<file path="src/rtl/irq_ctrl_if.sv">
`default_nettype none
// +----------------------------------------------------------------------------+
// | Module      : irq_ctrl_if                                                  |
// | Description : Register bus bundle for the interrupt controller.            |
// |               master drives addr/we/wdata and samples rdata; slave is the  |
// |               register block.                                              |
// |   addr  [1:0]  register word select (byte address bits [3:2])              |
// |   we           write strobe, one write per cycle it is high                |
// |   wdata [31:0] write data                                                  |
// |   rdata [31:0] read data, combinational from addr                          |
// | Revision    : 1.0 - initial release                                        |
// +----------------------------------------------------------------------------+
interface irq_ctrl_if;
  logic [1:0]  addr;
  logic        we;
  logic [31:0] wdata;
  logic [31:0] rdata;

  modport master (output addr, output we, output wdata, input rdata);
  modport slave  (input addr, input we, input wdata, output rdata);
endinterface
`default_nettype wire

</file>
<file path="src/rtl/irq_ctrl.sv">
`default_nettype none
// +----------------------------------------------------------------------------+
// | Module      : irq_ctrl                                                     |
// | Description : Six-source interrupt controller feeding CP0 HWInt.           |
// |               Sources are synchronised (s1, s2) with a history flop (s3),  |
// |               masked, and registered onto hwint / irq_any. Registers:      |
// |               0 PEND (RO), 1 MASK (RW), 2 ACK (WO, W1C), 3 ID (RO).        |
// |   clk          system clock, rising edge                                   |
// |   reset        asynchronous, active-high reset                             |
// |   src   [5:0]  raw device interrupt lines, asynchronous to clk             |
// |   bus          irq_ctrl_if.slave register port (addr/we/wdata/rdata)       |
// |   hwint [5:0]  registered masked pending lines                             |
// |   irq_any      registered OR of the masked pending lines                   |
// | Build macro : IRQ_CTRL_EDGE_EN - adds per-source TRIG bits (MASK[13:8])    |
// |               selecting rising-edge latched mode, cleared through ACK.     |
// |               Without it every source is level and ACK does nothing.       |
// | Revision    : 1.0 - initial release                                        |
// +----------------------------------------------------------------------------+
module irq_ctrl (
  input  wire logic       clk,
  input  wire logic       reset,
  input  wire logic [5:0] src,
  irq_ctrl_if.slave       bus,
  output logic      [5:0] hwint,
  output logic            irq_any
);

  localparam logic [1:0] C_ADDR_PEND = 2'd0;
  localparam logic [1:0] C_ADDR_MASK = 2'd1;
  localparam logic [1:0] C_ADDR_ACK  = 2'd2;
  localparam logic [1:0] C_ADDR_ID   = 2'd3;

  logic [5:0]  s1_q, s1_d, s2_q, s2_d, s3_q, s3_d;
  logic [5:0]  mask_q, mask_d;
  logic [5:0]  hwint_q, hwint_d;
  logic        irq_any_q, irq_any_d;
  logic        mask_wr, ack_wr;
  logic [5:0]  pending, masked, trig_rd;
  logic [2:0]  idx;
  logic [31:0] rdata;

  // Synchroniser chain and MASK register next state.
  always_comb begin
    mask_wr = bus.we && (bus.addr == C_ADDR_MASK);
    ack_wr  = bus.we && (bus.addr == C_ADDR_ACK);
    s1_d    = src;
    s2_d    = s1_q;
    s3_d    = s2_q;
    mask_d  = mask_wr ? bus.wdata[5:0] : mask_q;
  end

`ifdef IRQ_CTRL_EDGE_EN
  logic [5:0] trig_q, trig_d, lat_q, lat_d;
  logic [5:0] rise, trig_fall, ack_clr;

  // A new rising edge beats a coincident ACK for the same bit; leaving edge
  // mode drops whatever was latched so a stale edge cannot resurface later.
  always_comb begin
    trig_d    = mask_wr ? bus.wdata[13:8] : trig_q;
    rise      = s2_q & ~s3_q;
    trig_fall = trig_q & ~trig_d;
    ack_clr   = ack_wr ? bus.wdata[5:0] : 6'b0;
    lat_d     = ((lat_q & ~ack_clr) | (trig_q & rise)) & ~trig_fall;
  end

  always_ff @(posedge clk or posedge reset) begin
    if (reset) begin
      trig_q <= 6'b0;
      lat_q  <= 6'b0;
    end else begin
      trig_q <= trig_d;
      lat_q  <= lat_d;
    end
  end

  assign pending = (trig_q & lat_q) | (~trig_q & s2_q);
  assign trig_rd = trig_q;

  logic unused_wdata;
  assign unused_wdata = &{1'b0, bus.wdata[31:14], bus.wdata[7:6]};
`else
  // Level-only build: s3 is kept for a uniform synchroniser but has no reader.
  assign pending = s2_q;
  assign trig_rd = 6'b0;

  logic unused_level;
  assign unused_level = &{1'b0, bus.wdata[31:6], s3_q, ack_wr};
`endif

  // Masking and lowest-index-wins encoder for the ID register.
  always_comb begin
    masked    = pending & mask_q;
    hwint_d   = masked;
    irq_any_d = |masked;
    idx       = 3'd0;
    for (int i = 5; i >= 0; i--) begin
      if (masked[i]) idx = 3'(i);
    end
  end

  always_comb begin
    case (bus.addr)
      C_ADDR_PEND: rdata = {26'b0, pending};
      C_ADDR_MASK: rdata = {18'b0, trig_rd, 2'b0, mask_q};
      C_ADDR_ID:   rdata = {|masked, 27'b0, 1'b0, idx};
      default:     rdata = 32'b0;
    endcase
  end

  assign bus.rdata = rdata;

  always_ff @(posedge clk or posedge reset) begin
    if (reset) begin
      s1_q      <= 6'b0;
      s2_q      <= 6'b0;
      s3_q      <= 6'b0;
      mask_q    <= 6'b0;
      hwint_q   <= 6'b0;
      irq_any_q <= 1'b0;
    end else begin
      s1_q      <= s1_d;
      s2_q      <= s2_d;
      s3_q      <= s3_d;
      mask_q    <= mask_d;
      hwint_q   <= hwint_d;
      irq_any_q <= irq_any_d;
    end
  end

  assign hwint   = hwint_q;
  assign irq_any = irq_any_q;

endmodule
`default_nettype wire

</file>
<file path="src/flat_wrapper.sv">
// flat-port wrapper written by rule: the top's interface ports become plain ports
module irq_ctrl_flat 
  (clk, reset, src, hwint, irq_any, bus_addr, bus_we, bus_wdata, bus_rdata);
  irq_ctrl_if bus_i ();
  input  wire logic clk;
  input  wire logic reset;
  input  wire logic [5:0] src;
  output logic      [5:0] hwint;
  output logic irq_any;
  input wire logic [$bits(bus_i.addr)-1:0] bus_addr;
  input wire logic [$bits(bus_i.we)-1:0] bus_we;
  input wire logic [$bits(bus_i.wdata)-1:0] bus_wdata;
  output wire logic [$bits(bus_i.rdata)-1:0] bus_rdata;
  assign bus_i.addr = bus_addr;
  assign bus_i.we = bus_we;
  assign bus_i.wdata = bus_wdata;
  assign bus_rdata = bus_i.rdata;
  irq_ctrl u_core (.clk(clk), .reset(reset), .src(src), .bus(bus_i), .hwint(hwint), .irq_any(irq_any));
endmodule
</file>
<file path="config.mk">
export PLATFORM = sky130hd
export DESIGN_NAME = irq_ctrl_flat
export DESIGN_NICKNAME = d
export VERILOG_FILES = /design/src/rtl/irq_ctrl_if.sv /design/src/rtl/irq_ctrl.sv /design/src/flat_wrapper.sv
export SDC_FILE = /design/constraint.sdc
export NUM_CORES = 1
export LEC_CHECK = 0
export BUFFER_PORTS_ARGS = -buffer_cell sky130_fd_sc_hd__buf_2
export CAP_MARGIN = 10
export CORE_ASPECT_RATIO = 1.4
export CORE_MARGIN = 1.5
export CORE_UTILIZATION = 40
export CTS_CLUSTER_DIAMETER = 80
export DETAILED_ROUTE_END_ITERATION = 8
export PLACE_DENSITY = 0.87
export SYNTH_ARGS = -nofsm -noshare
export SYNTH_HDL_FRONTEND = slang
export SYNTH_SLANG_ARGS = --single-unit
</file>
<file path="constraint.sdc">
create_clock -name clk -period 1.2 [get_ports clk]
set_input_delay 0 -clock clk [delete_from_list [all_inputs] [get_ports clk]]
set_output_delay 0 -clock clk [all_outputs]
set_load 0.02 [all_outputs]
</file>
==> out/metrics.yaml, run 1 <==
setup_viol: 4
start_kind: "flip-flop"
die_h_um: 67.0
dp_cells: 163
fmax_ghz: 0.708
synth-edff-count: 0
synthTopCellsByArea: "dfrtp_1 53%, buf_4 16%, mux2_4 7.7%"
yosysWarnings: 0
placed_area_sq_mm: 0.00128
clk_pin_slew_ps: 90
synth-seq-cells: 25
synth-adder-area-share_pct: 0
crit_family: "flip-flops"
synth_compound_area_share_pct: 5.03
routed.top_layer: "met4"
crit_buf_inv: 1
grt-ovfl-total: 0
drc: 0
finalMaxSlewViolations: 0
ys_types: 23
p_leak_nw: 0.837
syn_area_per_cell_sq_um: 12.4
grt_max_degree: 26
drtIter0Drc: 1
htree_levels: 1
met1_length_um: 725
fin_nets: 193
syn_to_final_growth_pct: 32.3
grt_pass1_wl_um: 3330
rsz0062_at_grt: "true"
ant_nets: 0
dr_wl_met2_um: 1110
cp.arrival_ps: 1410
wl_per_cell_um: 10.8
port_buffers: 30
initial_core_util_pct: 41.5
power.density_mw_per_mm2: 1340
syn_inst: 94
violations: "setup timing"
rows: 23
cts.path.max_buffers: 2
max_stage_delay_ps: 410
design_area_sq_mm: 0.00155
worst-setup-path-type: "reg -> out"
yosysTopAreaCell: "dfrtp_1"
hpwl_um: 1480
track_usage_pct: 13.6
utilization_pct: 54.9
fin_crit_sh_pct: 118
clock_sinks: 25
antenna_cells: 0
antenna_found_initial: 0
critPathCaptureType: "primary output"
grt_pass1_vias: 775
drive_above_1_share_pct: 41.6
status: "finished, violations left"
setup_ws_ps: -212
finalSetupTns_ps: -688
required_ps: 1200
firstDrtPassIters: 2
ir_drop_mv: 0.912
synth_ff_type: "dfrtp_1"
synth_top_family_by_area: "buffers and inverters"
cts_tree: "built"
clkLatencyLatePin_ps: 270
die_w_um: 48.7
cp_max_fo: 3
synthMuxAreaShare_pct: 12.0
cts_buffers: 3
synthSimpleGateAreaFrac_pct: 9.63
fillers: 264
clock-root-buffer: "clkbuf_8"
gp_congestion: 0.767
hold_path_class: "in -> reg"
drt-total-wl_um: 2010
yosys-top-cells-count: "25 x buf_4, 25 x dfrtp_1, 6 x mux2_4"
wl_met3_um: 106
dr_total_vias: 785
netlist_area_sq_mm: 0.00117
core_sq_mm: 0.00282
hold_violations: 0
cap_violations: 0
viasPerCell: 4.22
crit_chain: "and3b_2 -> a311oi_1 -> o21ai_1 -> buf_4"
pin_count: 82
fin_skew_ps: 4.51
final_cells: 186
synth_seq_area_share_pct: 53.5
period_needed_ps: 1410
synth.top_cell.area_share_pct: 53.5
crit_slowest_cell: "dfrtp_1"
dieArea_sq_mm: 0.00326
synth_xor_area_share_pct: 0
synth-async-reset-ratio_pct: 100
timing.hold.ws_ps: 184
==> cell type report <==
| cell class | instances | area [sq um] | share of cell area [%] |
|---|---|---|---|
| Clock buffer | 3 | 41.3 | 2.67 |
| Timing Repair Buffer | 54 | 377 | 24.3 |
| Inverter | 5 | 18.8 | 1.21 |
| Clock inverter | 1 | 7.51 | 0.485 |
| Multi-Input combinational cell | 61 | 432 | 27.9 |
| Tap cell | 37 | 46.3 | 2.99 |
| Sequential cell | 25 | 626 | 40.4 |
==> path summary, 6_finish.rpt <==
| check | depth (start not counted) | slack [ps] | from | end |
|---|---|---|---|---|
| setup / recovery | 4 | -210 | u_core.mask_q[0]$_DFFE_PP0P_ | bus_rdata[0] |
| max in group asynchronous | 4 | 650 | reset | u_core.mask_q[4]$_DFFE_PP0P_ |
| min in group asynchronous | 4 | 320 | reset | u_core.s1_q[3]$_DFF_PP0_ |
| hold / removal | 3 | 180 | bus_we | u_core.mask_q[2]$_DFFE_PP0P_ |
| setup reg to reg | 3 | 180 | u_core.mask_q[5]$_DFFE_PP0P_ | u_core.mask_q[5]$_DFFE_PP0P_ |
| hold reg to reg | 0 | 350 | u_core.s1_q[2]$_DFF_PP0_ | u_core.pending[2]$_DFF_PP0_ |
==> placed cells by master, fill, tap and decap left out, types with 2 or more instances in the layout <==
cell type      instances
mux2i_1                5
nand2_1                3
conb_1                25
o32ai_2                2
inv_1                  5
nand2_2                3
mux2_4                 6
clkbuf_8               3
and2_1                 3
buf_2                 26
nor2_1                 3
dlygate4sd3_1         13
a22oi_2                2
dfrtp_1               25
buf_4                 14
==> cells by family after synthesis <==
| kind of cell | after synthesis |
|---|---|
| buf+inv | 32 |
| flops | 25 |
| simple gates | 18 |
| mux | 11 |
| compound gates | 7 |
| other cells | 1 |
==> where the power goes <==
part,switching [mW],internal (mW),leakage (nW)
registers,0.0530,0.930,0.299
clock network,0.263,0.235,0.0217
logic,0.316,0.283,0.516
==> layer usage <==
layer  vias up  track usage [%]
li1        368                -
met1       369             13.6
met2        39             25.9
met3         9             1.57
met4         0             9.64
met5         -                0
==> state kept, by name, indices dropped and copies added (netlist names) <==
signal and count:
u_core.hwint 6, u_core.s1_q 6, u_core.mask_q 6, u_core.pending 6, u_core.irq_any 1
==> worst reg2reg max path, cell delays in order (launching register included) <==
cell	delay, ps
dfrtp_1	410
buf_6	130
buf_4	120
mux2_4	250
==> through the flow <==
stage	worst slack, ps	power [mW]
final	-212	2.08
after global routing	-273	2.18
after CTS	-202	2.07
after detailed placement	-9.87	1.47
after global placement	-1.15	1.45
after floorplan	52.7	1.38
==> timing repair <==
| action | 4_1_cts | 5_1_grt |
|---|---|---|
| hold endpoints to repair | 37 | 0 |
| gates resized for setup | 7 | 4 |
| hold buffers | 13 | 0 |
| buffers inserted | 5 | 2 |
| setup endpoints to repair | 4 | 6 |
| pin swaps | 5 | 1 |
Power figures use the tool's default switching activity.
==> run 2, diff against run 1 <==
--- a/config.mk
+++ b/config.mk
@@ -13,6 +13,7 @@
 export CTS_CLUSTER_DIAMETER = 80
 export DETAILED_ROUTE_END_ITERATION = 8
 export PLACE_DENSITY = 0.87
+export RECOVER_POWER = 25
 export SYNTH_ARGS = -nofsm -noshare
 export SYNTH_HDL_FRONTEND = slang
 export SYNTH_SLANG_ARGS = --single-unit
==> out/metrics.yaml, run 2 (same netlist as run 1, synthesis figures left out) <==
grt_pass1_vias: 775
required_ps: 1200
syn_to_final_growth_pct: 32.1
viasPerCell: 4.22
cts_tree: "built"
fin_nets: 193
gp_congestion: 0.767
dieArea_sq_mm: 0.00326
clkLatencyLatePin_ps: 270
reg2reg_from: "u_core.mask_q[5]$_DFFE_PP0P_"
cts.path.max_buffers: 2
port_buffers: 30
cp_max_fo: 3
p_leak_nw: 0.836
firstDrtPassIters: 2
die_w_um: 48.7
grt_use_met2_pct: 25.9
grt_max_degree: 26
critPathCaptureType: "primary output"
reg2reg_slack_ps: 180
reg2reg_to: "u_core.mask_q[5]$_DFFE_PP0P_"
rows: 23
fillers: 265
dpl_worst_slack_ps: -9.87
drc: 0
ant_nets: 0
max_slew_margin_pct: 60.8
core_sq_mm: 0.00282
power.total_mw: 2.08
htree_levels: 1
power.density_mw_per_mm2: 1350
start_kind: "flip-flop"
min_path_cells: 3
period_needed_ps: 1410
grt_busiest_layer: "met2"
drive_above_1_share_pct: 41.6
clk_pin_slew_ps: 90
fin_crit_sh_pct: 118
mostFrequentLayoutCell: "buf_2"
cap_violations: 0
final_cell_mix: "26 x buf_2, 25 x conb_1, 25 x dfrtp_1"
drt-total-wl_um: 2010
fin_skew_ps: 4.51
violations: "setup timing"
track_usage_pct: 13.6
rsz0062_at_grt: "true"
dr_total_vias: 785
finalMaxSlewViolations: 0
clock_sinks: 25
setup_ws_ps: -212
clock-root-buffer: "clkbuf_8"
hold_path_class: "in -> reg"
cp.arrival_ps: 1410
worstMarginPinSlew_ps: 588
hpwl_um: 1480
worst-setup-path-type: "reg -> out"
antenna_found_initial: 0
cts_buffers: 3
min-delay-start: "bus_we"
hold_violations: 0
drtIter0Drc: 1
wl_per_cell_um: 10.8
fmax_ghz: 0.708
utilization_pct: 54.8
initial_core_util_pct: 41.5
setup_viol: 4
antenna_cells: 0
holdPathEnd: "u_core.mask_q[2]$_DFFE_PP0P_"
met1_usage_pct: 13.6
die_h_um: 67.0
ir_drop_mv: 0.912
status: "finished, violations left"
reg2regPathDepth: 3
grt-ovfl-total: 0
grt_pass1_wl_um: 3330
pin_count: 82
use_met3_pct: 1.57
-- run 2: changes by cell type in the layout (fill, tap and decap cells not counted) --
cell      previous run  this run
buf_4               14        13
clkbuf_2             0         1
-- run 2: worst max path at each step --
| stage | cells past startpoint | to | start | slack [ps] |
|---|---|---|---|---|
| final | 4 | bus_rdata[0] | u_core.mask_q[0]$_DFFE_PP0P_ | -210 |
| after global routing | 4 | bus_rdata[2] | u_core.mask_q[3]$_DFFE_PP0P_ | -270 |
| after CTS | 4 | bus_rdata[2] | u_core.mask_q[3]$_DFFE_PP0P_ | -200 |
| after detailed placement | 4 | bus_rdata[2] | u_core.pending[3]$_DFF_PP0_ | -10 |
| after global placement | 4 | bus_rdata[2] | u_core.pending[3]$_DFF_PP0_ | -1 |
| after floorplan | 3 | bus_rdata[1] | u_core.mask_q[0]$_DFFE_PP0P_ | 50 |
-- run 2: critical path, stage by stage, from the launching register on --
cell and delay, ps:
dfrtp_1 410, and3b_2 230, a311oi_1 210, o21ai_1 120, buf_4 170
-- run 2: repair_timing --
| action | CTS | global route |
|---|---|---|
| hold buffers | 13 | 0 |
| resized for setup | 7 | 4 |
| setup buffers | 5 | 2 |
| setup endpoints to repair | 4 | 6 |
| endpoints found under the hold margin | 37 | 0 |
| pin swaps | 5 | 1 |
-- run 2: layout make-up --
| class | instances | area (sq um) | share of cell area, % |
|---|---|---|---|
| well taps | 37 | 46.3 | 3.00 |
| flip-flops and latches | 25 | 626 | 40.5 |
| clock buffers | 3 | 41.3 | 2.67 |
| clock inverters | 1 | 7.51 | 0.486 |
| inverters | 5 | 18.8 | 1.21 |
| multi-input cells | 61 | 432 | 27.9 |
| repair buffers | 54 | 374 | 24.2 |
-- run 2: routing by layer --
metal / vias to the layer above / part of all wire (%)
met4: 0 / 3.7
met2: 39 / 55
met3: 9 / 5.3
met1: 369 / 36
li1: 368 / -
met5: - / 0
-- run 2: power breakdown --
part | internal [mW] | switching [mW]
sequential | 0.930 | 0.0530
clock | 0.235 | 0.263
combinational | 0.282 | 0.316
-- run 2: through the flow --
step | instances | hold WS [ps] | instance area, sq um | setup TNS, ps
after floorplan | 118 | 27.3 | 1260 | 0
after global placement | 163 | 49.3 | 1280 | -1.15
after detailed placement | 163 | 57.3 | 1280 | -9.87
after CTS | 185 | 185 | 1530 | -707
after global routing | 186 | 203 | 1550 | -985
final | 186 | 184 | 1550 | -688
